`src/rtl/ezm_prog_feeder.sv`:
```
// Program memory and run sequencer feeding the ezm_cpu instruction input.
// Optional build macro EZM_FEEDER_CHECKSUM_EN adds a running checksum of loaded words.
module ezm_prog_feeder #(
    parameter int unsigned ADDR_W   = 5,
    parameter logic [5:0]  NOP_WORD = 6'b000000
) (
    input  logic              clk,
    input  logic              rst,
    input  logic              load_start,
    input  logic              run_start,
    input  logic              stop,
    input  logic              wr_valid,
    input  logic [5:0]        wr_data,
    output logic              wr_ready,
    input  logic [7:0]        pc_i,
    output logic [5:0]        instr_o,
    output logic              cpu_rst_o,
    output logic              running,
    output logic              halted,
    output logic [ADDR_W:0]   prog_len_o,
    output logic [15:0]       cycle_cnt_o,
    output logic [7:0]        checksum_o
);

    localparam int unsigned DEPTH = 2 ** ADDR_W;
    localparam int unsigned LEN_W = ADDR_W + 1;
    localparam int unsigned CMP_W = (LEN_W > 8) ? LEN_W : 8;

    localparam logic [1:0] S_IDLE = 2'd0;
    localparam logic [1:0] S_LOAD = 2'd1;
    localparam logic [1:0] S_RUN  = 2'd2;
    localparam logic [1:0] S_HALT = 2'd3;

    logic [1:0]       state_q, state_d;
    logic [LEN_W-1:0] prog_len_q, prog_len_d;
    logic [15:0]      cycle_q, cycle_d;
    logic             mem_we;
    logic             can_write;
    logic             pc_in_range;
    logic [5:0]       mem [DEPTH];

    assign can_write   = (state_q == S_LOAD) && (prog_len_q < LEN_W'(DEPTH));
    // Unsigned compare also catches a backward branch wrapping pc to a large value.
    assign pc_in_range = CMP_W'(pc_i) < CMP_W'(prog_len_q);

    // Next-state and register update selection; stop outranks load_start outranks run_start.
    always_comb begin
        state_d    = state_q;
        prog_len_d = prog_len_q;
        cycle_d    = cycle_q;
        mem_we     = 1'b0;
        if (stop) begin
            state_d = S_IDLE;
        end else begin
            case (state_q)
                S_IDLE: begin
                    if (load_start) begin
                        state_d    = S_LOAD;
                        prog_len_d = '0;
                    end
                end
                S_LOAD: begin
                    if (load_start) begin
                        prog_len_d = '0;
                    end else begin
                        if (wr_valid && can_write) begin
                            mem_we     = 1'b1;
                            prog_len_d = prog_len_q + LEN_W'(1);
                        end
                        if (run_start && (prog_len_d != '0)) begin
                            state_d = S_RUN;
                            cycle_d = '0;
                        end
                    end
                end
                S_RUN: begin
                    if (load_start) begin
                        state_d    = S_LOAD;
                        prog_len_d = '0;
                    end else begin
                        if (cycle_q != 16'hFFFF) begin
                            cycle_d = cycle_q + 16'd1;
                        end
                        if (!pc_in_range) begin
                            state_d = S_HALT;
                        end
                    end
                end
                S_HALT: begin
                    if (load_start) begin
                        state_d    = S_LOAD;
                        prog_len_d = '0;
                    end else if (run_start) begin
                        state_d = S_RUN;
                        cycle_d = '0;
                    end
                end
                default: state_d = S_IDLE;
            endcase
        end
    end

    always_ff @(posedge clk) begin
        if (rst) begin
            state_q    <= S_IDLE;
            prog_len_q <= '0;
            cycle_q    <= '0;
        end else begin
            state_q    <= state_d;
            prog_len_q <= prog_len_d;
            cycle_q    <= cycle_d;
        end
    end

    // Program storage is deliberately not cleared by reset.
    always_ff @(posedge clk) begin
        if (mem_we && !rst) begin
            mem[prog_len_q[ADDR_W-1:0]] <= wr_data;
        end
    end

`ifdef EZM_FEEDER_CHECKSUM_EN
    logic [7:0] checksum_q;

    always_ff @(posedge clk) begin
        if (rst || (load_start && !stop)) begin
            checksum_q <= '0;
        end else if (mem_we) begin
            checksum_q <= checksum_q + 8'(wr_data);
        end
    end

    assign checksum_o = rst ? 8'h00 : checksum_q;
`else
    assign checksum_o = 8'h00;
`endif

    // Instruction path is zero-latency: the core samples in_i on the edge that advances pc.
    assign instr_o     = (!rst && (state_q == S_RUN) && pc_in_range)
                         ? mem[pc_i[ADDR_W-1:0]] : NOP_WORD;
    assign wr_ready    = !rst && can_write;
    assign cpu_rst_o   = rst || (state_q == S_IDLE) || (state_q == S_LOAD);
    assign running     = !rst && (state_q == S_RUN);
    assign halted      = !rst && (state_q == S_HALT);
    assign prog_len_o  = rst ? '0 : prog_len_q;
    assign cycle_cnt_o = rst ? '0 : cycle_q;

endmodule

```
`config.mk`:
```
export PLATFORM = sky130hd
export DESIGN_NAME = ezm_prog_feeder
export DESIGN_NICKNAME = d
export VERILOG_FILES = /design/src/rtl/ezm_prog_feeder.sv
export SDC_FILE = /design/constraint.sdc
export NUM_CORES = 1
export LEC_CHECK = 0
export CAP_MARGIN = 20
export CORE_ASPECT_RATIO = 1.1
export CORE_MARGIN = 4
export CORE_UTILIZATION = 48
export CTS_CLUSTER_SIZE = 30
export DETAILED_ROUTE_END_ITERATION = 10
export GPL_ROUTABILITY_DRIVEN = 0
export GPL_TIMING_DRIVEN = 0
export PLACE_DENSITY = 0.79
export SETUP_SLACK_MARGIN = 0.3
export SYNTH_ARGS = -nofsm -noshare
export SYNTH_HDL_FRONTEND = slang
export SYNTH_SLANG_ARGS = --single-unit
```
`constraint.sdc`:
```
create_clock -name clk -period 3.2 [get_ports clk]
set_input_delay 0.8 -clock clk [delete_from_list [all_inputs] [get_ports clk]]
set_output_delay 0.8 -clock clk [all_outputs]
set_load 0.05 [all_outputs]
```
==> flow_summary.toml <==
[pwr]
total_power_mw = 6.14
powerDensity_nw_per_um2 = 516
leakage_nw = 3.99
vdd_drop_max_mv = 0.427

[min_path]
worstHoldPathCells = 2
hold_class = "reg -> reg"
min-delay-start = "cycle_q[1]"
holdPathEnd = "cycle_q[1]"

[clock_tree]
clk-insertion-delay-late_ns = 0.50
cts_made_buffers = 22
cts_sinks = 216
cts_tree = "yes"
htreeDepth = 1
clock-root-buffer = "clkbuf_16"
cts_hold_buf = 0
clockBufferDepth = 3
clkSlewWorstSetupHoldPaths_ns = 0.06

[timing]
fmaxAchievable_mhz = 297
hold_violations = 0
whs_ns = 0.527
period_share_pct = 105
rsz0062_at_grt = "true"
tightest_slew_ns = 0.784
worst_slack_ns = -0.170
slew_viol_final = 0
slew_headroom_pct = 47.5
skew_ns = 0.0123
period_needed_ns = 3.37
finalSetupViolCount = 6

[synthesis]
ys_warn_count = 0
netlist_instances = 602
syn_area_sq_um = 9560
ys_seq_elements = 216
ys.flop_type = "edfxtp_1"
yosys.cell_types.count = 62
synth_seq_area_share_pct = 65.3
synth_edf_count = 192
syn_area_per_cell_sq_um = 15.9
async_reset_ff_share_pct = 0

[critical_path]
cp_slowest_cell = "mux4_2"
arrival_ns = 2.57
reg2reg_slack_ns = 0.64
r2r-start = "state_q[0]"
startpoint_type = "input pin"
rr_endpoint = "mem[30][0]"
required_ns = 2.40
critPathMaxFanout = 6
critPathLaunch = "pc_i[0]"
setup.worst_path.class = "in -> out"
path_cells = "buf_16, buf_12, buf_12, mux4_2, mux4_2, nand2_2, a21oi_4, buf_6"
worstRegToRegCells = 7
critPathMaxStageDelay_ns = 0.52
end_kind = "primary output"

[grt]
grt_pass1_vias = 5885
antenna_found_initial = 0
grt_max_degree = 33
grt_remaining_overflow = 0
grt_usage_pct = 20.2
grt_pass1_wl_um = 34500

[drt]
via_per_inst = 6.13
routed-via-count = 5888
route.detailed.drc = 0
firstDrtPassIters = 7
drt_iter0_drc = 478
drt-total-wl_um = 23600
wire_per_inst_um = 24.5
ant_nets = 0

[place]
port_buffers = 50
place_inst = 906
dp_hpwl_um = 14300

[run]
maxCapViolCount = 0

[floorplanning]
num_io_pins = 60
std_cell_rows = 53
chipHeight_um = 156
die_w_um = 143
initial_core_util_pct = 49.4
die-area_sq_um = 22200
core_sq_um = 19400

[outcome]
status = "complete, but fails checks"
failed_checks = "negative setup slack"

[final_layout]
area_growth_pct = 24.3
final_common_cell = "edfxtp_1"
fillers = 1340
final_cells = 960
final_cell_mix = "192 x edfxtp_1, 55 x mux4_2, 31 x nand2_1"
diodes = 0
nNetsFinal = 732
drive_above_1_share_pct = 33.0
-- per-stage QoR --
stage               setup TNS, ns  setup slack, ns  cell area, sq um  utilization (%)
floorplan                       0           0.0711              9650                -
global route                -1.05           -0.213             11900             61.4
CTS                        -0.568           -0.147             11500             59.4
detailed placement         -54.41            -1.60             10500             54.0
finish                     -0.936           -0.170             11900             61.4
global placement           -50.56            -1.55             10500             54.0
-- sequential cells by signal, summed over array words and instances (netlist names) --
signal and cells:
mem 192, cycle_q 16, prog_len_q 6, state_q 2
-- routing by layer --
layer	vias up	track usage [%]	wire [um]
li1	2566	-	-
met1	2943	28.1	9300
met2	336	32.8	11800
met3	43	4.45	1970
met4	0	5.07	518
met5	-	0	0
-- power by group --
group / switching, mW / internal (mW)
Clock: 1.04 / 1.62
Sequential: 0.000735 / 3.06
Combinational: 0.217 / 0.192
Total: 1.26 / 4.88
-- synthesized netlist by cell type (4+ instances only) --
library cell    n  share of area [%]
inv_1          24               0.94
edfxtp_1      192                 60
buf_2           6               0.31
buf_6           8               0.94
a32oi_1         6               0.55
a21oi_1        12               0.63
nor2_1         52                2.0
nand2_1        41                1.6
and3_1          8               0.52
buf_4          10               0.79
o21ai_0         8               0.42
a211oi_1        6               0.47
nor3_1         10               0.52
nor2b_1        10               0.65
nor4_1          4               0.26
o21ai_1         8               0.42
nand2b_1        4               0.26
clkbuf_1       11               0.43
mux4_2         31                7.3
a211o_1         6               0.55
dfxtp_1        24                5.0
mux2i_1         7               0.73
nand4_1         5               0.33
nand3_1        20                1.0
mux4_1         24                6.6
a31oi_1         6               0.39
ha_1           11                1.4
-- worst max-delay path: cells and delay by family --
| family | cells | cell delay, ns |
|---|---|---|
| multiplexers | 2 | 1.03 |
| AND/OR/NAND/NOR | 1 | 0.12 |
| buffers and inverters | 4 | 0.55 |
| AO/OA/AOI/OAI | 1 | 0.06 |
-- worst max-delay path by stage --
stage	endpoint	slack (ns)	cells past startpoint
floorplan	instr_o[4]	0.07	6
global placement	instr_o[4]	-1.55	8
detailed placement	instr_o[4]	-1.60	8
CTS	instr_o[4]	-0.15	7
global route	instr_o[3]	-0.21	8
finish	instr_o[0]	-0.17	8
-- kinds of logic after synthesis --
family	count (synthesis)	synth area share (%)
buffers and inverters	63	3.57
AO/OA/AOI/OAI	78	6.22
flip-flops	216	65.3
other	1	0.0392
multiplexers	63	14.7
AND/OR/NAND/NOR	170	8.67
adder cells (fa/ha/maj)	11	1.44
-- layout make-up --
type                    instances  area (sq um)  area share, %
well taps                     247           309           2.60
multi-input cells             330          3250           27.3
repair buffers                 68           818           6.88
flip-flops and latches        216          6250           52.5
inverters                      25           103          0.863
clock inverters                11           155           1.30
plain buffers                  38           424           3.57
clock buffers                  25           583           4.90
-- timing repair --
item	in CTS	in global routing
resized for setup	188	67
setup buffers	4	3
cloned	5	0
setup endpoints to repair	57	193
endpoints found under the hold margin	0	0
pin swaps	8	3
Note: power is estimated with default switching activity, not from simulation.
